`config.mk`:
```
export PLATFORM = sky130hd
export DESIGN_NAME = hazard_stall_ctrl
export DESIGN_NICKNAME = d
export VERILOG_FILES = /design/src/rtl/mips_pkg.sv /design/src/rtl/operand_use_decode.sv /design/src/rtl/hazard_stall_ctrl.sv
export SDC_FILE = /design/constraint.sdc
export NUM_CORES = 1
export LEC_CHECK = 0
export CAP_MARGIN = 0
export CORE_AREA = 3 3 62 64
export DETAILED_ROUTE_END_ITERATION = 6
export DIE_AREA = 0 0 65 67
export GPL_ROUTABILITY_DRIVEN = 0
export PLACE_DENSITY = 0.75
export SYNTH_ARGS = -nofsm -noshare
export SYNTH_HDL_FRONTEND = slang
export SYNTH_SLANG_ARGS = --single-unit
```
`constraint.sdc`:
```
create_clock -name clk -period 2.2 [get_ports clk]
set_clock_uncertainty 0.2 [all_clocks]
set_input_delay 0.44 -clock clk [delete_from_list [all_inputs] [get_ports clk]]
set_output_delay 0.44 -clock clk [all_outputs]
set_load 0.01 [all_outputs]
```
`src/rtl/mips_pkg.sv`:
```
// ----------------------------------------------------------------------------
// mips_pkg
//   Definitions shared by the pipeline control blocks: the MIPS opcodes that the
//   hazard and forwarding logic decode, the NOP encoding, and the state type of
//   the hazard/stall controller.
//   This package has no ports.
// ----------------------------------------------------------------------------
package mips_pkg;

    localparam logic [5:0] OP_RTYPE = 6'b000000;
    localparam logic [5:0] OP_J     = 6'b000010;
    localparam logic [5:0] OP_JAL   = 6'b000011;
    localparam logic [5:0] OP_BEQ   = 6'b000100;
    localparam logic [5:0] OP_BNE   = 6'b000101;
    localparam logic [5:0] OP_LUI   = 6'b001111;
    localparam logic [5:0] OP_SW    = 6'b101011;

    // sll $0,$0,0 -- the all-zero word is the pipeline NOP
    localparam logic [31:0] NOP_INSTR = 32'h0000_0000;

    typedef enum logic [1:0] {
        IDLE    = 2'd0,
        LD_WAIT = 2'd1,
        BR_WAIT = 2'd2
    } hz_state_t;

    function automatic int max_int(input int a, input int b);
        return (a > b) ? a : b;
    endfunction

endpackage

```
`src/rtl/operand_use_decode.sv`:
```
// ----------------------------------------------------------------------------
// operand_use_decode
//   Tells, from the opcode alone, whether an instruction actually reads its rs
//   and rt fields. Lets hazard detection and forwarding ignore register fields
//   that merely hold immediates or destinations.
// Ports
//   op       in  6  opcode field [31:26] of the instruction
//   rs_used  out 1  instruction reads register rs
//   rt_used  out 1  instruction reads register rt
// ----------------------------------------------------------------------------
module operand_use_decode
    import mips_pkg::*;
(
    input  logic [5:0] op,
    output logic       rs_used,
    output logic       rt_used
);

    // J/JAL carry a jump target and LUI an immediate where rs would sit.
    assign rs_used = !((op == OP_J) || (op == OP_JAL) || (op == OP_LUI));

    // Only R-type, branches and stores read rt; in I-type ALU ops and loads
    // rt is the destination.
    assign rt_used = (op == OP_RTYPE) || (op == OP_BEQ) || (op == OP_BNE) || (op == OP_SW);

endmodule

```
`src/rtl/hazard_stall_ctrl.sv`:
```
// ----------------------------------------------------------------------------
// hazard_stall_ctrl
//   Hazard/stall controller for the 5-stage MIPS pipeline. Inserts multi-cycle
//   load-use bubbles and post-branch NOP cycles, and counts stalled cycles.
// Ports
//   clk              in  1      pipeline clock, rising edge
//   rst_n            in  1      asynchronous active-low reset
//   id_ex_mem_read   in  1      instruction in EX is a load
//   id_ex_rt         in  REG_W  load destination in EX
//   ex_mem_mem_read  in  1      instruction in MEM is a load (MEM_LOAD_CHECK=1)
//   ex_mem_rt        in  REG_W  load destination in MEM
//   if_id_instr      in  32     instruction in ID
//   branch_resolved  in  1      branch unit updated the PC; ends branch stall
//   hold_pc          out 1      PC keeps its value
//   hold_if_id       out 1      IF/ID keeps its value
//   flush_if_id      out 1      IF/ID loads a NOP at the next edge
//   bubble_sel       out 1      ID/EX takes zeroed control
//   stall_cycles     out CNT_W  saturating count of cycles with hold_pc=1
// Handshake: none; all inputs are sampled as level signals every cycle.
// ----------------------------------------------------------------------------
module hazard_stall_ctrl
    import mips_pkg::*;
#(
    parameter int REG_W          = 5,
    parameter int LOAD_STALLS    = 1,
    parameter int BRANCH_STALLS  = 1,
    parameter int MEM_LOAD_CHECK = 0,
    parameter int CNT_W          = 16
) (
    input  logic             clk,
    input  logic             rst_n,
    input  logic             id_ex_mem_read,
    input  logic [REG_W-1:0] id_ex_rt,
    input  logic             ex_mem_mem_read,
    input  logic [REG_W-1:0] ex_mem_rt,
    input  logic [31:0]      if_id_instr,
    input  logic             branch_resolved,
    output logic             hold_pc,
    output logic             hold_if_id,
    output logic             flush_if_id,
    output logic             bubble_sel,
    output logic [CNT_W-1:0] stall_cycles
);

    localparam int  MAX_STALLS = max_int(LOAD_STALLS, BRANCH_STALLS);
    localparam int  CW         = $clog2(MAX_STALLS + 1);
    localparam bit  MEM_CHK_EN = (MEM_LOAD_CHECK != 0);
    localparam bit  BR_EN      = (BRANCH_STALLS > 0);

    // ---------------- decode ----------------
    logic [5:0]       op;
    logic [REG_W-1:0] rs;
    logic [REG_W-1:0] rt;
    logic             rs_used;
    logic             rt_used;
    logic             ex_match;
    logic             mem_match;
    logic             lu_hz;
    logic             br_hz;
    logic             unused_instr_bits;

    assign op = if_id_instr[31:26];
    assign rs = REG_W'(if_id_instr[25:21]);
    assign rt = REG_W'(if_id_instr[20:16]);
    assign unused_instr_bits = ^if_id_instr[15:0];

    operand_use_decode u_operand_use_decode (
        .op      (op),
        .rs_used (rs_used),
        .rt_used (rt_used)
    );

    // $zero never carries a dependency, whatever the load targets.
    assign ex_match  = (id_ex_rt != '0) &&
                       ((rs_used && (id_ex_rt == rs)) || (rt_used && (id_ex_rt == rt)));
    assign mem_match = (ex_mem_rt != '0) &&
                       ((rs_used && (ex_mem_rt == rs)) || (rt_used && (ex_mem_rt == rt)));

    assign lu_hz = (id_ex_mem_read && ex_match) || (MEM_CHK_EN && ex_mem_mem_read && mem_match);
    assign br_hz = BR_EN && ((op == OP_BEQ) || (op == OP_BNE));

    // ---------------- FSM ----------------
    hz_state_t     state;
    hz_state_t     state_next;
    logic [CW-1:0] cnt;
    logic [CW-1:0] cnt_next;
    logic          ld_stall;
    logic          br_stall;

    always_ff @(posedge clk or negedge rst_n) begin
        if (!rst_n) begin
            state <= IDLE;
            cnt   <= '0;
        end else begin
            state <= state_next;
            cnt   <= cnt_next;
        end
    end

    always_comb begin
        state_next = state;
        cnt_next   = cnt;
        ld_stall   = 1'b0;
        br_stall   = 1'b0;
        case (state)
            IDLE: begin
                // Load-use first: a dependent branch must wait for its operand
                // before it may advance.
                if (lu_hz) begin
                    ld_stall = 1'b1;
                    if (LOAD_STALLS > 1) begin
                        state_next = LD_WAIT;
                        cnt_next   = CW'(LOAD_STALLS - 1);
                    end
                end else if (br_hz) begin
                    br_stall = 1'b1;
                    if ((BRANCH_STALLS > 1) && !branch_resolved) begin
                        state_next = BR_WAIT;
                        cnt_next   = CW'(BRANCH_STALLS - 1);
                    end
                end
            end
            LD_WAIT: begin
                ld_stall = 1'b1;
                cnt_next = cnt - 1'b1;
                // Back to IDLE, where the hazard is checked afresh.
                if (cnt == CW'(1)) begin
                    state_next = IDLE;
                end
            end
            BR_WAIT: begin
                br_stall = 1'b1;
                cnt_next = cnt - 1'b1;
                // The resolving cycle itself still stalls; release afterwards.
                if ((cnt == CW'(1)) || branch_resolved) begin
                    state_next = IDLE;
                    cnt_next   = '0;
                end
            end
            default: begin
                state_next = IDLE;
                cnt_next   = '0;
            end
        endcase
    end

    // A load stall freezes IF/ID and bubbles EX; a branch stall lets the branch
    // move on and feeds NOPs in behind it. The two are exclusive by construction.
    assign hold_pc     = rst_n && (ld_stall || br_stall);
    assign hold_if_id  = rst_n && ld_stall;
    assign bubble_sel  = rst_n && ld_stall;
    assign flush_if_id = rst_n && br_stall;

    // ---------------- stall counter ----------------
    always_ff @(posedge clk or negedge rst_n) begin
        if (!rst_n) begin
            stall_cycles <= '0;
        end else if (hold_pc && (stall_cycles != '1)) begin
            stall_cycles <= stall_cycles + CNT_W'(1);
        end
    end

endmodule

```
# Yosys cells after proc, flatten, opt, wreduce, memory -nomap -nowiden
# Cells that the tools add are included.
# totals
latchBits	0
mem_bits_rw	0
inputBits	47
n_memories	0
wordCells	51
output_inout_bits	20
mem_bits_ro	0
reg_bits	19
# classes
order_cmp	0
muxes	10
shifts	0
multipliers	0
eq_ne	13
add_sub_neg	2
bitwise_logic	1
div_mod_pow	0
n_reduce_logical	22
# op_table
operator	n
adder 16 x 1 -> 16 bit (second input constant)	1
!= test 16 bit (second input constant)	1
== test 6 x 2 -> 1 bit (second input constant)	2
== test 6 x 3 -> 1 bit (second input constant)	2
== test 5 bit	2
logical OR 1 bit	9
logical AND 1 bit	8
== test 6 x 4 -> 1 bit (second input constant)	1
== test 6 bit (second input constant)	1
logical NOT 6 bit	1
case mux 2 bit (3 select lines)	1
nonzero test 5 bit	1
two-way mux 1 bit	4
two-way mux 2 bit	2
!= test 2 bit (second input constant)	2
case mux 1 bit (2 select lines)	2
case mux 1 bit (3 select lines)	1
AND reduction 3 bit	1
== test 2 x 1 -> 1 bit (second input constant)	1
== test 2 bit (second input constant)	1
logical NOT 2 bit	1
logical NOT 1 bit	1
NOT 1 bit	1
subtractor 1 bit (second input constant)	1

# Depth between registers and ports, before layout
# logic_depth
ltp_word	13
mapped_depth	7

# By module
# From an unflattened synthesis, not the netlist that was laid out.
# hier_totals
hier_cells	102
hier_area_um2	1024.7
# by_module_without_submodules
mod	seq_area_each_um2	area_per_inst_um2	cells_per_inst	n_inst
hazard_stall_ctrl	400.4	964.7	93	1
operand_use_decode	0.0	60.1	9	1

# Worst setup path before layout
# No wires, ideal clock.
# synth_timing
path_type	input -> output
startpoint	in id_ex_rt[1]
endpoint	out hold_if_id
setup_slack_ns	-0.269
cell_stages	7
required_time_ns	1.560
arrival_time_ns	1.829
cell_sequence	or4_1 -> o21ai_2 -> nor4_2 -> o21ai_4 -> buf_6 -> inv_1 -> buf_4
# synth_via
elab_chain_cells	8
elab_cells_between_ends	11
cone_classes	eq/ne (2); mux (2); reduce/logical (7)
# synth_rtl
item	line	source
from (decl)	hazard_stall_ctrl.sv:33	input logic [REG_W-1:0] id_ex_rt,
== test 5 bit	hazard_stall_ctrl.sv:75	((rs_used && (id_ex_rt == rs)) || (rt_used && (id_ex_rt == rt)));
logical AND 1 bit	hazard_stall_ctrl.sv:75	
logical OR 1 bit	hazard_stall_ctrl.sv:75	
logical AND 1 bit *	hazard_stall_ctrl.sv:74	assign ex_match = (id_ex_rt != '0) &&
logical AND 1 bit *	hazard_stall_ctrl.sv:79	assign lu_hz = (id_ex_mem_read && ex_match) || (MEM_CHK_EN && ex_mem_mem_read && mem_match);
two-way mux 1 bit *	hazard_stall_ctrl.sv:109	if (lu_hz) begin
case mux 1 bit (2 select lines) *	hazard_stall_ctrl.sv:105	case (state)
logical AND 1 bit *	-	
to (decl)	hazard_stall_ctrl.sv:39	output logic hold_if_id,
# Mark *: on every way between the ends. The rest lies on a longest branch, timed or not.

# Worst setup path after layout
# layout_timing
startpoint	in id_ex_rt[2]
endpoint	out hold_pc
# layout_via
elab_chain_cells	9
elab_cells_between_ends	14
cone_classes	eq/ne (2); mux (4); reduce/logical (8)
# layout_rtl
item	line	source
== test 5 bit	hazard_stall_ctrl.sv:75	
logical AND 1 bit	hazard_stall_ctrl.sv:75	
logical OR 1 bit	hazard_stall_ctrl.sv:75	
logical AND 1 bit *	hazard_stall_ctrl.sv:74	
logical AND 1 bit *	hazard_stall_ctrl.sv:79	
two-way mux 1 bit	hazard_stall_ctrl.sv:109	
case mux 1 bit (2 select lines)	hazard_stall_ctrl.sv:105	
logical OR 1 bit *	hazard_stall_ctrl.sv:149	assign hold_pc = rst_n && (ld_stall || br_stall);
logical AND 1 bit *	hazard_stall_ctrl.sv:149	
to (decl)	hazard_stall_ctrl.sv:38	output logic hold_pc,
# Marked as above.

==> impl_metrics.yaml <==
yosys:
  yosysWarnings: 0
  synthArstFlopShare_pct: 100
  yosysSeqAreaShare_pct: 35.7
  synthesis.area_mm2: 0.00112
  syn_nets: 164
  synth_edf_count: 0
  syn_avg_cell_area_um2: 9.68
  ys_ff_latch: 16
  syn-instance-count: 116
  synthFlopType: "dfrtp_1"
  synth_cell_type_count: 34
route:
  wl_per_cell_um: 14.4
  routed_wl_mm: 3.22
  viasPerCell: 5.04
  dr.pass1.iters: 4
  detail-route-antenna-nets: 0
  via_count: 1128
  drc: 0
  drt_iter0_drc: 22
timing:
  tightest_slew_ns: 0.614
  slew_headroom_pct: 58.6
  tns_ns: -2.01
  finalCritPeriodShare_pct: 111
  clock.fmax_mhz: 408
  drv_slew: 0
  period_needed_ns: 2.45
  finalSetupViolations: 18
  fin_ws_ns: -0.253
  finalHoldViolations: 0
  rsz0062_at_grt: "true"
min_path:
  hold_depth: 1
  hp-class: "register to register"
worst_setup_path:
  crit_path_start_kind: "primary input"
  crit_required_ns: 1.56
  critPathKind: "primary input to output pin"
  crit_fanout: 2
  worstRegToRegCells: 7
  endpoint_kind: "output pin"
  cp.arrival_ns: 1.81
finish:
  fillers: 307
  final_common_cell: "clkdlybuf4s50_1"
  reg_top3: "stall_cycles x16"
  final_cell_area_mm2: 0.00191
  n_antenna_cell: 0
  mostFrequentLayoutCells: "clkdlybuf4s50_1, dfrtp_1, buf_4, dlygate4sd2_1, nand2_1"
  largest_reg_flops: 16
  fin_nets: 227
  syn_to_final_growth_pct: 69.9
  regMostFlops: "stall_cycles"
  drive_gt1_share_pct: 37.6
job:
  maxCapViolCount: 0
cts:
  htree_levels: 1
  clkTransAtPathRegs_ns: 0.10
  clk_latency_ns: 0.29
  cts_tree: "yes"
  clock_sinks: 16
  cts_inserted_buffers: 3
  clk_path_buf_depth: 2
  ctsRootBufferMaster: "clkbuf_4"
  hold_buffers: 0
global_route:
  grt_pass1_vias: 1199
  grt_pass1_wl_mm: 5.25
  grt_max_degree: 16
  antenna_found_initial: 0
  grt_overflow: 0
  grt_usage_pct: 15.5
power:
  powerDensity_mw_per_mm2: 394
  power_w: 0.000751
  clkPwrFrac_pct: 26.3
  switchingPower_w: 0.000208
  peakVddDrop_uv: 372
  p_int_w: 0.000543
  pwr-share-seq_pct: 44.9
  power_frac_comb_pct: 28.8
  p_leak_nw: 0.804
  sw_frac_of_total_pct: 27.7
placement:
  io_buffers: 43
  place_area_mm2: 0.00171
  hpwl_mm: 2.35
  dp_slack_ns: -0.962
floorplanning:
  core_area_mm2: 0.00334
  io_pins: 67
  rows: 21
  fp.dieH_um: 67
  start_util_pct: 33.6
  die_x_um: 65
  die_area_mm2: 0.00436
status:
  status: "complete, but fails checks"
  violations: "setup timing"
==> synthesized netlist by cell type (2+ instances only) <==
master    instances  area [um2]
nand2b_1          2        12.5
or2_2             2        12.5
and3_1            6        37.5
a211oi_1          8        60.1
xnor2_1          10        87.6
nor3_1            2        10.0
a21oi_1           4        20.0
nand3_1           6        30.0
nor2_1            6        22.5
nand2_1          13        48.8
mux2_2            5        56.3
nand4_1           4        25.0
xor2_1            9        78.8
dfrtp_1          16         400
inv_1             4        15.0
==> logic make-up (layout without fill, tap and decap cells) <==
group,after synthesis,in the layout,synth area share (%)
simple gates,44,44,20.8
compound gates,21,21,15.1
xor+xnor,19,19,14.8
flops,16,16,35.7
mux,8,8,8.25
buf+inv,7,69,4.24
fa+ha+maj,1,1,1.11
==> worst max-delay path, stage by stage <==
cell and delay (ns):
buf_6 0.09, or4_4 0.53, o21ai_4 0.21, nor4b_4 0.09, o21ai_4 0.16, buf_6 0.13
nand2_4 0.04, buf_6 0.11
==> layout make-up <==
cell class                      count  area [um2]  area share (%)
Multi-Input combinational cell     93         858            45.0
Inverter                            4        17.5           0.919
Clock buffer                        4        36.3            1.90
Timing Repair Buffer               61         537            28.1
Tap cell                           46        57.6            3.02
Sequential cell                    16         400            21.0
==> stage by stage <==
step           std cells  utilization [%]  hold slack, ns
2_1_floorplan        116                -         -0.0556
3_3_place_gp         216             51.1           0.276
3_5_place_dp         216             51.1           0.290
4_1_cts              222             54.7           0.307
5_1_grt              224             57.1           0.334
6_report             224             57.1           0.302
==> power groups by stage <==
stage	sequential [W]	combinational, W	clock [W]
after floorplan	0.000356	0.0000601	0
after global placement	0.000341	0.000213	0
after detailed placement	0.000343	0.000222	0
after CTS	0.000338	0.000217	0.000204
after global routing	0.000341	0.000239	0.000213
final	0.000337	0.000216	0.000198
==> routing by layer <==
| metal | routed length [um] | global-route usage [%] | vias to the layer above | share of wire (%) |
|---|---|---|---|---|
| met5 | 0 | 0 | - | 0 |
| met4 | 30 | 2.64 | 0 | 0.93 |
| met3 | 215 | 4.72 | 4 | 6.7 |
| met2 | 1800 | 31.0 | 44 | 56 |
| met1 | 1170 | 15.8 | 542 | 36 |
| li1 | - | - | 538 | - |
==> final timing paths <==
path / start / to / slack, ns
worst max-delay path: id_ex_rt[2] / hold_pc / -0.25
worst min-delay path: stall_cycles[10] / stall_cycles[10] / 0.30
worst max register to register: stall_cycles[1] / stall_cycles[1] / 0.01
worst min register to register: stall_cycles[10] / stall_cycles[10] / 0.30
max in group asynchronous: rst_n / stall_cycles[0] / 1.23
min in group asynchronous: rst_n / stall_cycles[9] / 0.31
==> timing repair <==
item                                   CTS  global route
endpoints found under the hold margin    0             0
setup endpoints to repair               20            20
gates cloned                             0             0
resized for setup                       86            12
pin swaps                               21            10
buffers inserted                         2             2
Power figures use the tool's default switching activity.
==> patch 1, RTL diff (same flow settings) <==
`CNT_W`: 16 -> 24.
--- a/src/rtl/hazard_stall_ctrl.sv
+++ b/src/rtl/hazard_stall_ctrl.sv
@@ -25,7 +25,7 @@
     parameter int LOAD_STALLS    = 1,
     parameter int BRANCH_STALLS  = 1,
     parameter int MEM_LOAD_CHECK = 0,
-    parameter int CNT_W          = 16
+    parameter int CNT_W          = 24
 ) (
     input  logic             clk,
     input  logic             rst_n,
Ports: changed (resized stall_cycles); port bits go from 67 to 75. The function was not compared with the original's and may differ.
==> patch 1 against the original RTL <==
- the run still ends with negative setup slack left
- die area unchanged
- design area grew 37%
- wire length up 48%
- sequential cell count grew 8
- largest cell class unchanged
- synthesized area up 40%
- non-clock buffer count rose by 22
- setup slack better by 180 ps
- total power increased by 49%
- critical path type unchanged
- worst hold slack improved by 0.53 ps
==> patch 1: results (changes against the original RTL) <==
.. list-table::
   :header-rows: 1

   * - Metric
     - Value
   * - GRT Total Usage
     - 23.38% (+7.9 points)
   * - Slew headroom
     - 78.40% (+20 points)
   * - Root buf cell
     - clkbuf_4
   * - Data arrival time at the worst-slack endpoint
     - 1630 ps (-180 ps)
   * - Final count of negative-setup-slack endpoints
     - 4 (-14)
   * - Clock slew at the register clock pins of the worst setup and hold paths
     - 130 ps (+30 ps)
   * - Half-perimeter wire length after detailed placement
     - 3.342 mm (+42%)
   * - Max Root-Sink Buffers
     - 2 (unchanged)
   * - Cell area after synthesis
     - 1569 µm² (+40%)
   * - Wire length of the first global-routing pass
     - 7.824 mm (+49%)
   * - Avg Inst Size Synth
     - 9.930 µm² (+2.6%)
   * - Startpoint of the most critical setup path
     - id_ex_rt[4]
   * - Cell types occupying the most area after synthesis
     - dfrtp_1, xor2_1, xnor2_1, nand3_1, a211oi_1
   * - Worst-case setup slack after placement
     - -934.0 ps (+27.87 ps)
   * - Failing checks
     - negative setup slack
   * - Post-synth net total
     - 206 (+26%)
   * - Maximum number of pins on one net before global-route repair
     - 25 (+9)
   * - Antenna diodes
     - 0 (unchanged)
   * - Overall routed net length
     - 4.770 mm (+48%)
   * - Vias in the first global route
     - 1632 (+36%)
   * - Peak VDD IR
     - 0.4130 mV (+11%)
   * - Vias per Instance
     - 5.581 (+11%)
   * - Worst min path class
     - reg -> reg
   * - Critical-path maximum fanout
     - 3 (+1)
   * - Total of fill cells in the finished design
     - 227 (-26%)
   * - Endpoint of the worst register-to-register path
     - stall_cycles[19]$_DFFE_PN0P_
   * - Critical path capture point
     - hold_pc
   * - Sequential share of the synthesized area
     - 38.28% (+2.6 points)
   * - Post-synth cell types
     - 39 (+15%)
   * - Average wire length per cell after detail routing
     - 16.80 µm (+17%)
   * - Final Instance Area
     - 2618 µm² (+37%)
   * - Reg-to-reg setup timing slack
     - 100 ps (+90 ps)
   * - Total instance count after detailed placement
     - 275 (+27%)
   * - Number of levels in the clock H-tree
     - 1 (unchanged)
   * - Clock latency at the later pin of the worst-skew pair
     - 330 ps (+40 ps)
   * - Async S/R FF share, synth
     - 100.0% (unchanged)
   * - Number of port buffers
     - 51 (+19%)
   * - Biggest registers after layout
     - stall_cycles: 24 flops
   * - Reported leakage power
     - 1.135 nW (+41%)
   * - Final WS setup
     - -72.43 ps (+180.2 ps)
   * - R2r worst-path depth
     - 8 (+1)
   * - Number of antenna violations at the first check in global routing
     - 0 (unchanged)
   * - Fraction of final layout cells with drive strength greater than 1
     - 41.18% (+3.5 points)
   * - Crit Reg-Reg Startpoint
     - stall_cycles[0]$_DFFE_PN0P_
   * - DRC violation total after the first TritonRoute iteration
     - 96 (+340%)
   * - Synth top cells by count
     - dfrtp_1, xor2_1, nand3_1, xnor2_1, inv_1
   * - NumNets Final
     - 287 (+26%)
   * - Area post-placement
     - 2302 µm² (+35%)
   * - Run status
     - finished, violations left
[patch 1: through the flow]
stage,TNS [ps],power (mW)
after floorplan,-66.67,0.5779
after global placement,-17560,0.7358
after detailed placement,-20050,0.7444
after CTS,-237.1,1.084
after global routing,-693.7,1.178
final,-236.4,1.117
[patch 1: kinds of logic after synthesis]
logic type	synth area share, %
xor gates and xnor gates	14.51
adders and majority gates	0.7973
DFF	38.28
and+or+nand+nor	18.66
AOI/OAI and AO/OA	19.30
buffers and inverters	4.945
muxes	3.509
[patch 1: worst min-delay path by stage]
stage	slack, ps	endpoint	cells past startpoint
2_1_floorplan	-60	stall_cycles[0]$_DFFE_PN0P_	0
3_3_place_gp	280	stall_cycles[14]$_DFFE_PN0P_	1
3_5_place_dp	290	stall_cycles[14]$_DFFE_PN0P_	1
4_1_cts	310	stall_cycles[10]$_DFFE_PN0P_	1
5_1_grt	320	stall_cycles[10]$_DFFE_PN0P_	1
6_report	300	stall_cycles[10]$_DFFE_PN0P_	1
[patch 1: per-layer routing]
layer | GRT usage (%) | wire [µm]
met4 | 8.443 | 110
met5 | 0 | 0
met1 | 27.70 | 1875
met3 | 3.710 | 201
met2 | 42.40 | 2583
[patch 1: layout make-up]
type,count,area (µm²),share of cell area (%)
clock buffers,3,22.52,0.8604
repair buffers,83,719.4,27.49
multi-input cells,117,1147,43.83
clock inverters,1,30.03,1.147
inverters,10,40.04,1.530
flip-flops and latches,24,600.6,22.94
well taps,46,57.56,2.199
[patch 1: power by group]
| part | internal (mW) | switching [mW] | total [mW] |
|---|---|---|---|
| clock network | 0.184 | 0.144 | 0.328 |
| logic | 0.178 | 0.124 | 0.302 |
| registers | 0.467 | 0.0201 | 0.487 |
[patch 1: worst max-delay path, stage by stage]
cell,delay [ps]
buf_8,110
or4_1,510
o21a_1,210
o211ai_2,140
nand2_1,80
buf_2,150
[patch 1: repair_timing]
item	in CTS	in global routing
pin swaps	23	23
endpoints found under the setup margin	28	27
hold endpoints to repair	0	0
resized for setup	120	31
setup buffers	3	3
==> patch 2, RTL diff (same flow settings) <==
Without the edit above. Make the reset (`rst_n`) synchronous in 2 clocked blocks. Comments in the files are not updated.
--- a/src/rtl/hazard_stall_ctrl.sv
+++ b/src/rtl/hazard_stall_ctrl.sv
@@ -87,7 +87,7 @@
     logic          ld_stall;
     logic          br_stall;
 
-    always_ff @(posedge clk or negedge rst_n) begin
+    always_ff @(posedge clk) begin
         if (!rst_n) begin
             state <= IDLE;
             cnt   <= '0;
@@ -152,7 +152,7 @@
     assign flush_if_id = rst_n && br_stall;
 
     // ---------------- stall counter ----------------
-    always_ff @(posedge clk or negedge rst_n) begin
+    always_ff @(posedge clk) begin
         if (!rst_n) begin
             stall_cycles <= '0;
         end else if (hold_pc && (stall_cycles != '1)) begin
Formal check against the unedited RTL: differs if rst_n is asserted again (counterexample within 4 cycles, from zero or initial values and one cycle with rst_n low); with rst_n held inactive, the same outputs for 10 cycles.
==> patch 2 against the original RTL <==
- the run still ends with negative setup slack left
- design area rose by 1.1%
- via count increased by 16%
- setup slack got worse by 350 ps
- synthesized area is 3.9% lower
- sequential cell count unchanged
- total power shrank 19%
- wire length rose by 5.7%
- core utilization rose by 0.64 points
- highest routed layer unchanged
==> patch 2: results (changes against the original RTL) <==
.. list-table::
   :header-rows: 1

   * - Metric
     - Value
   * - Run status
     - finished, violations left
   * - Failing checks
     - negative setup slack
   * - Area post-placement
     - 1719 µm² (+0.81%)
   * - Sequential share of the synthesized area
     - 29.70% (-6.0 points)
   * - Start point of the worst hold path
     - stall_cycles[7]$_SDFFE_PN0P_
   * - NumNets Final
     - 251 (+11%)
   * - Vias per Instance
     - 5.262 (+4.5%)
   * - Maximum number of pins on one net before global-route repair
     - 22 (+6)
   * - Final WS setup
     - -606.6 ps (-353.9 ps)
   * - Wire length of the first global-routing pass
     - 5.575 mm (+6.2%)
   * - Critical-path maximum fanout
     - 2 (unchanged)
   * - DRC violation total after the first TritonRoute iteration
     - 84 (+280%)
   * - Number of cells produced by synthesis
     - 132 (+14%)
   * - M3 GR Usage
     - 2.361% (-2.4 points)
   * - Slew headroom
     - 78.53% (+20 points)
   * - Cell types occupying the most area after synthesis
     - dfxtp_1, xor2_1, mux2i_1, o31ai_1, or4_1
   * - Post-synth net total
     - 180 (+9.8%)
   * - Data arrival time at the worst-slack endpoint
     - 2170 ps (+360 ps)
   * - Total of fill cells in the finished design
     - 312 (+1.6%)
   * - Async S/R FF share, synth
     - 0% (-100 points)
   * - Post-synth cell types
     - 35 (+2.9%)
   * - Number of port buffers
     - 43 (unchanged)
   * - Routed met2 length
     - 1.779 mm (-1.2%)
   * - Met1 global-route usage
     - 17.41% (+1.6 points)
   * - Peak VDD IR
     - 0.1097 mV (-70%)
   * - Crit Reg-Reg Startpoint
     - stall_cycles[7]$_SDFFE_PN0P_
   * - Vias in the first global route
     - 1296 (+8.1%)
   * - Final count of negative-setup-slack endpoints
     - 20 (+2)
   * - Global Route met2 Usage
     - 30.01% (-1.0 points)
   * - Total instance count after detailed placement
     - 237 (+9.7%)
   * - Detailed-routed wire length on met3
     - 199 µm (-7.4%)
   * - Synth top cells by count
     - dfxtp_1, nand2_1, nand3_1, xor2_1, a21oi_1
   * - Setup TNS after final layout
     - -7678 ps (-5672 ps)
   * - Average wire length per cell after detail routing
     - 13.71 µm (-4.5%)
   * - Dominant register cell in the synthesized netlist
     - dfxtp_1
   * - M1 WL
     - 1.329 mm (+14%)
   * - Half-perimeter wire length after detailed placement
     - 2.415 mm (+2.9%)
   * - Reported leakage power
     - 0.7136 nW (-11%)
   * - Overall routed net length
     - 3.401 mm (+5.7%)
==> patch 2: cell types whose count changed after synthesis, moves of 7 or more <==
cell / before / now
dfrtp_1: 16 / 0
a211oi_1: 8 / 0
xnor2_1: 10 / 0
o31ai_1: 0 / 8
or4_1: 1 / 8
dfxtp_1: 0 / 16
==> patch 2: cell families after synthesis <==
logic type	count (synthesis)	share of synthesized area, %
fa+ha+maj	1	1.160
flops	16	29.70
xor+xnor	10	8.120
simple gates	68	37.36
compound gates	23	13.80
buf+inv	8	4.291
mux	6	5.569
==> patch 2: final cells by class <==
type                       count  area [µm²]  share of cell area (%)
sequential                    16       320.3                   16.61
clock buffer                   4       36.28                   1.882
tap                           46       57.56                   2.985
multi-input combinational    108       827.0                   42.89
inverter                       1       3.754                  0.1947
timing repair buffer          73       683.2                   35.43
==> patch 2: final timing paths <==
kind	to	slack [ps]	cells past startpoint
setup reg to reg	stall_cycles[15]$_SDFFE_PN0P_	10	6
hold / removal	stall_cycles[7]$_SDFFE_PN0P_	300	2
hold reg to reg	stall_cycles[7]$_SDFFE_PN0P_	300	2
setup / recovery	hold_pc	-610	8
==> patch 2: worst max-delay path, stage by stage <==
cell and delay (ps):
buf_2 110, or4_4 500, o21a_1 220, and4_4 180
or2_4 230, and2_4 140, or2_4 220, buf_6 120
==> patch 2: repair_timing <==
| item | CTS | global route |
|---|---|---|
| endpoints found under the setup margin | 20 | 20 |
| resized for setup | 72 | 7 |
| pin swaps | 29 | 14 |
| setup buffers | 5 | 2 |
==> patch 2: power breakdown <==
part	internal [mW]	total (mW)	switching [mW]	leakage [nW]
Combinational	0.0662	0.114	0.0475	0.564
Clock	0.101	0.204	0.103	0.0210
Sequential	0.290	0.291	0.000955	0.129
